==> config.mk <==
export PLATFORM = sky130hd
export DESIGN_NAME = ram_arbiter
export DESIGN_NICKNAME = d
export VERILOG_FILES = /design/src/rtl/ram_arbiter.sv
export SDC_FILE = /design/constraint.sdc
export NUM_CORES = 1
export LEC_CHECK = 0
export CORE_ASPECT_RATIO = 1.5
export CORE_MARGIN = 2
export CORE_UTILIZATION = 38
export DETAILED_ROUTE_END_ITERATION = 12
export GPL_TIMING_DRIVEN = 0
export PLACE_DENSITY = 0.67
export SLEW_MARGIN = 40
export SYNTH_ARGS = -nofsm -noshare
export SYNTH_HDL_FRONTEND = slang
export SYNTH_SLANG_ARGS = --single-unit
==> constraint.sdc <==
create_clock -name clk -period 2.2 [get_ports clk]
set_input_delay 0.44 -clock clk [delete_from_list [all_inputs] [get_ports clk]]
set_output_delay 0.44 -clock clk [all_outputs]
set_load 0.02 [all_outputs]
==> src/rtl/ram_arbiter.sv <==
// ============================================================================
//  Module      : ram_arbiter
//  Description : Two-port round-robin arbiter and access sequencer for a
//                256x16 data RAM with edge-triggered cs/we/re strobes.
//                Each access takes four cycles. Address and data are set up
//                one cycle before the strobe and held one cycle after it.
//  Revision    : 1.0 - initial release
// ============================================================================
`default_nettype none

module ram_arbiter #(
    parameter int ADDR_W = 8,
    parameter int DATA_W = 16
) (
    input  logic              clk,
    input  logic              rst_n,
    // Port A (CPU core)
    input  logic              a_req,
    input  logic              a_wr,
    input  logic [ADDR_W-1:0] a_addr,
    input  logic [DATA_W-1:0] a_wdata,
    output logic              a_ack,
    output logic [DATA_W-1:0] a_rdata,
    // Port B (DMA / peripheral engine)
    input  logic              b_req,
    input  logic              b_wr,
    input  logic [ADDR_W-1:0] b_addr,
    input  logic [DATA_W-1:0] b_wdata,
    output logic              b_ack,
    output logic [DATA_W-1:0] b_rdata,
    // RAM side
    output logic [ADDR_W-1:0] ram_addr,
    output logic [DATA_W-1:0] ram_data,
    input  logic [DATA_W-1:0] ram_q,
    output logic              ram_cs,
    output logic              ram_we,
    output logic              ram_re,
    // Status
    output logic              busy,
    output logic              grant_b
);

    // The state register advances one edge ahead of the registered outputs.
    // Leaving IDLE latches the request. Leaving SETUP raises cs. Leaving
    // STROBE raises the strobe. Leaving DONE drops the strobe and pulses ack.
    // The following IDLE edge drops cs. That edge can also accept the next
    // grant, so the sustained rate is one access every four cycles.
    typedef enum logic [1:0] {
        S_IDLE   = 2'd0,
        S_SETUP  = 2'd1,
        S_STROBE = 2'd2,
        S_DONE   = 2'd3
    } state_t;

    state_t              state_q;
    logic                last_b_q;
    logic                grant_b_q;
    logic                lat_wr_q;
    logic [ADDR_W-1:0]   lat_addr_q;
    logic [DATA_W-1:0]   lat_data_q;
    logic [ADDR_W-1:0]   ram_addr_q;
    logic [DATA_W-1:0]   ram_data_q;
    logic                ram_cs_q;
    logic                ram_we_q;
    logic                ram_re_q;
    logic                busy_q;
    logic                a_ack_q;
    logic                b_ack_q;
    logic [DATA_W-1:0]   a_rdata_q;
    logic [DATA_W-1:0]   b_rdata_q;

    // Round-robin choice. B wins if it is the only requester, or on a tie
    // when A owned the previous transaction.
    logic grant_b_d;
    assign grant_b_d = b_req && (!a_req || !last_b_q);

    // Sequencer FSM with all outputs registered
    always_ff @(posedge clk or negedge rst_n) begin
        if (!rst_n) begin
            state_q    <= S_IDLE;
            last_b_q   <= 1'b1;
            grant_b_q  <= 1'b0;
            lat_wr_q   <= 1'b0;
            lat_addr_q <= '0;
            lat_data_q <= '0;
            ram_addr_q <= '0;
            ram_data_q <= '0;
            ram_cs_q   <= 1'b0;
            ram_we_q   <= 1'b0;
            ram_re_q   <= 1'b0;
            busy_q     <= 1'b0;
            a_ack_q    <= 1'b0;
            b_ack_q    <= 1'b0;
            a_rdata_q  <= '0;
            b_rdata_q  <= '0;
        end else begin
            a_ack_q <= 1'b0;
            b_ack_q <= 1'b0;
            case (state_q)
                S_IDLE: begin
                    ram_cs_q <= 1'b0;
                    ram_we_q <= 1'b0;
                    ram_re_q <= 1'b0;
                    busy_q   <= 1'b0;
                    if (a_req || b_req) begin
                        grant_b_q  <= grant_b_d;
                        lat_wr_q   <= grant_b_d ? b_wr    : a_wr;
                        lat_addr_q <= grant_b_d ? b_addr  : a_addr;
                        lat_data_q <= grant_b_d ? b_wdata : a_wdata;
                        state_q    <= S_SETUP;
                    end
                end
                S_SETUP: begin
                    ram_addr_q <= lat_addr_q;
                    ram_data_q <= lat_data_q;
                    ram_cs_q   <= 1'b1;
                    busy_q     <= 1'b1;
                    state_q    <= S_STROBE;
                end
                S_STROBE: begin
                    ram_we_q <= lat_wr_q;
                    ram_re_q <= !lat_wr_q;
                    state_q  <= S_DONE;
                end
                S_DONE: begin
                    // ram_q has had a full cycle since the read strobe rose
                    ram_we_q <= 1'b0;
                    ram_re_q <= 1'b0;
                    if (grant_b_q) begin
                        b_ack_q <= 1'b1;
                        if (!lat_wr_q) begin
                            b_rdata_q <= ram_q;
                        end
                    end else begin
                        a_ack_q <= 1'b1;
                        if (!lat_wr_q) begin
                            a_rdata_q <= ram_q;
                        end
                    end
                    last_b_q <= grant_b_q;
                    state_q  <= S_IDLE;
                end
                default: begin
                    state_q <= S_IDLE;
                end
            endcase
        end
    end

    assign ram_addr = ram_addr_q;
    assign ram_data = ram_data_q;
    assign ram_cs   = ram_cs_q;
    assign ram_we   = ram_we_q;
    assign ram_re   = ram_re_q;
    assign busy     = busy_q;
    assign grant_b  = grant_b_q;
    assign a_ack    = a_ack_q;
    assign b_ack    = b_ack_q;
    assign a_rdata  = a_rdata_q;
    assign b_rdata  = b_rdata_q;

endmodule

`default_nettype wire

==> metrics.txt <==
status finished clean; first-pass GRT wire length 14100 um; required time reported for the critical path endpoint 1.76 ns; Die Y 125 um; worst slew margin relative to its limit 72.3%; clk buf depth 2; startpoint type of the worst setup path register; critical path's top delay family buffers and inverters; clock tree from TritonCTS done; area used by sequential logic in the layout 0.00225 mm^2; vias in the first global route 2833; top_reg_cell synth dfrtp_1; CTS clock-pin slew for the worst setup and hold paths 0.06 ns; count of routing violations after the opening detailed-route iteration 61; GRT Overall Usage 16.9%; worst-case setup slack after placement about 0.18 ns; share of synthesized area occupied by flip-flops and latches 60.7%; Die Outline Area about 0.011 mm^2; cells taking the most area after synthesis dfrtp_1, mux2_2, a21oi_1, mux2_4, nand2_1; smallest setup slack after layout 0.293 ns; Clk Tree Root Cell clkbuf_16; number of antenna violations at the first check in global routing 0; Mapped Avg Cell Area 12.7 um^2; remaining global-route overflow 0; number of max-capacitance violations reported 0; post-route minimum period 1.91 ns; number of buffers added on ports about 130; drt pass-1 iters 4; cell type with the largest total area after synthesis dfrtp_1; Yosys warning count 0; placed wire-length estimate after detailed placement 6270 um; power density over the cells 1540 mW/mm^2; buffering stage count on the worst path with inverters included 1; post-detailed-route DRC marker count 0; Multi-input gate area ~0.0013 mm^2; critical path, cell by cell clkdlybuf4s50_1; Worst path slowest cell clkdlybuf4s50_1; Hold/Removal Path Class primary input to async pin; Tightest Pin Transition 0.414 ns; final worst clock skew 0.00631 ns; number of fillers in the final layout 846; Post-Synthesis Net Count 370; max-slew violations 0; leakage power summed over all cells 2.36 nW; post-synthesis cell type count 28; Worst Path Max Fanout 6; maximum frequency from static timing analysis 525 MHz; placer congestion estimate 0.812; Final Power 8.50 mW; signal arrival time at the worst endpoint 1.47 ns; count of placed standard cells in the final layout, fillers left out between 500 and 600; CTS Buf Count 9; post-cts hold buffer count 0; share of the synthesized area in the top cell type 60.0%; worst setup path category register to output pin; width of the die between 80 and 90 um; Peak supply drop 0.875 mV; largest net degree at the start of global routing 52; DRT antenna net count 0; number of enable-type register cells in the synthesized netlist 0; Clock Latency Late Sink about 0.33 ns; antenna diode count 0; number of sinks driven by the clock tree 90; endpoint type of the worst setup path output pin; final-report hold violation count 0; layout-stage area growth over the synthesis result 48.8%; Std-Cell Rows 44; wire length reported by the detailed router ~8400 um; Post-Place Cells 541; number of cells upsized or downsized after cts 0; H-tree depth reported by CTS 3; final layout net count 514; register bit total from synthesis 90; number of setup violations in the final report 0; I/O pin cnt ~130; fraction of layout cells with a size suffix above 1 21.5%; portion of the clock cycle consumed by the worst path in the final layout 86.7%; Syn Std Cell Area 0.00371 mm^2; total vias in the final route 2735; routed vias/inst just under 5; Async SR Flop Fraction between 90% and 100%; setup repair after global routing missed its margin false; number of buffers inserted to repair setup after CTS 0; standard cell core area between 0.009 and 0.01 mm^2; Cells after Synth approximately 290; utilization of the core after routing 57.7%; DR WL/cell 15.1 um; initial core utilization between 30% and 40%; slowest cell delay on critical path 0.67 ns
-- flip-flops by register name (all words and copies together), names as in the netlist --
signal and cells:
a_rdata 16, b_rdata 16, lat_data_q 16, ram_data 16, lat_addr_q 8, ram_addr 8, state_q 2, a_ack 1
b_ack 1, busy 1, grant_b 1, last_b_q 1, lat_wr_q 1, ram_re 1, ram_we 1
-- routing by layer --
layer / wire (um) / global-route usage [%] / part of all wire (%) / vias up
met2: 4470 / 29.2 / 53 / 78
met1: 3350 / 20.1 / 40 / 1353
li1: - / - / - / 1291
met5: 0 / 0 / 0 / -
met4: 214 / 8.50 / 2.6 / 0
met3: 351 / 3.04 / 4.2 / 13
-- cells in the mapped netlist, drive strengths merged, types with 2 or more instances --
library cell / count
inv: 3
dfrtp: 89
ha: 7
buf: 15
o21ai: 3
nor2: 25
mux2: 58
nand2: 28
nor2b: 2
a21oi: 51
-- area by class of cell --
cell class	count	share of cell area, %
buffer	16	1.86
clock buffer	15	5.21
clock inverter	1	0.543
inverter	3	0.204
multi-input combinational	184	24.4
sequential	90	40.8
tap	115	2.60
timing repair buffer	133	24.4
-- path summary, 6_finish.rpt --
| check | startpoint | end | slack, ns | cells after the start |
|---|---|---|---|---|
| setup / recovery | grant_b | grant_b | 0.29 | 1 |
| hold / removal | rst_n | ram_data[10] | 0.01 | 1 |
| setup reg to reg | state_q[1] | ram_data[15] | 0.32 | 5 |
| hold reg to reg | ram_we | ram_we | 0.49 | 2 |
| max in group asynchronous | rst_n | last_b_q | 1.56 | 2 |
| min in group clk | ram_we | ram_we | 0.49 | 2 |
-- cells by family after synthesis --
family          synth area share [%]
flops                           60.7
simple gates                    6.74
compound gates                  8.59
mux                             18.6
buf+inv                         3.06
fa+ha+maj                       2.36
-- metrics by stage --
| step | TNS, ns | hold WS (ns) | area (um^2) |
|---|---|---|---|
| CTS | 0 | 0.0161 | 5530 |
| global placement | -226.66 | 0.470 | 5180 |
| global route | 0 | 0.0297 | 5530 |
| floorplan | 0 | 0.144 | 3710 |
| finish | 0 | 0.0119 | 5530 |
| detailed placement | 0 | 0.374 | 5210 |
-- placed cells by master, fill, tap and decap left out, drive strengths merged, types with 2 or more instances in the layout --
cell,count
clkbuf,16
nand2,28
a21oi,51
buf,17
nor2b,2
mux2,58
ha,7
inv,3
clkdlybuf4s50,131
dfrtp,89
nor2,25
o21ai,3
-- report_power, final --
part	leakage [nW]	switching, mW	internal, mW
clock network	0.156	0.577	1.00
registers	1.04	0.454	2.51
logic	1.16	1.84	2.11
No activity file was read; power rests on OpenSTA's default activity.
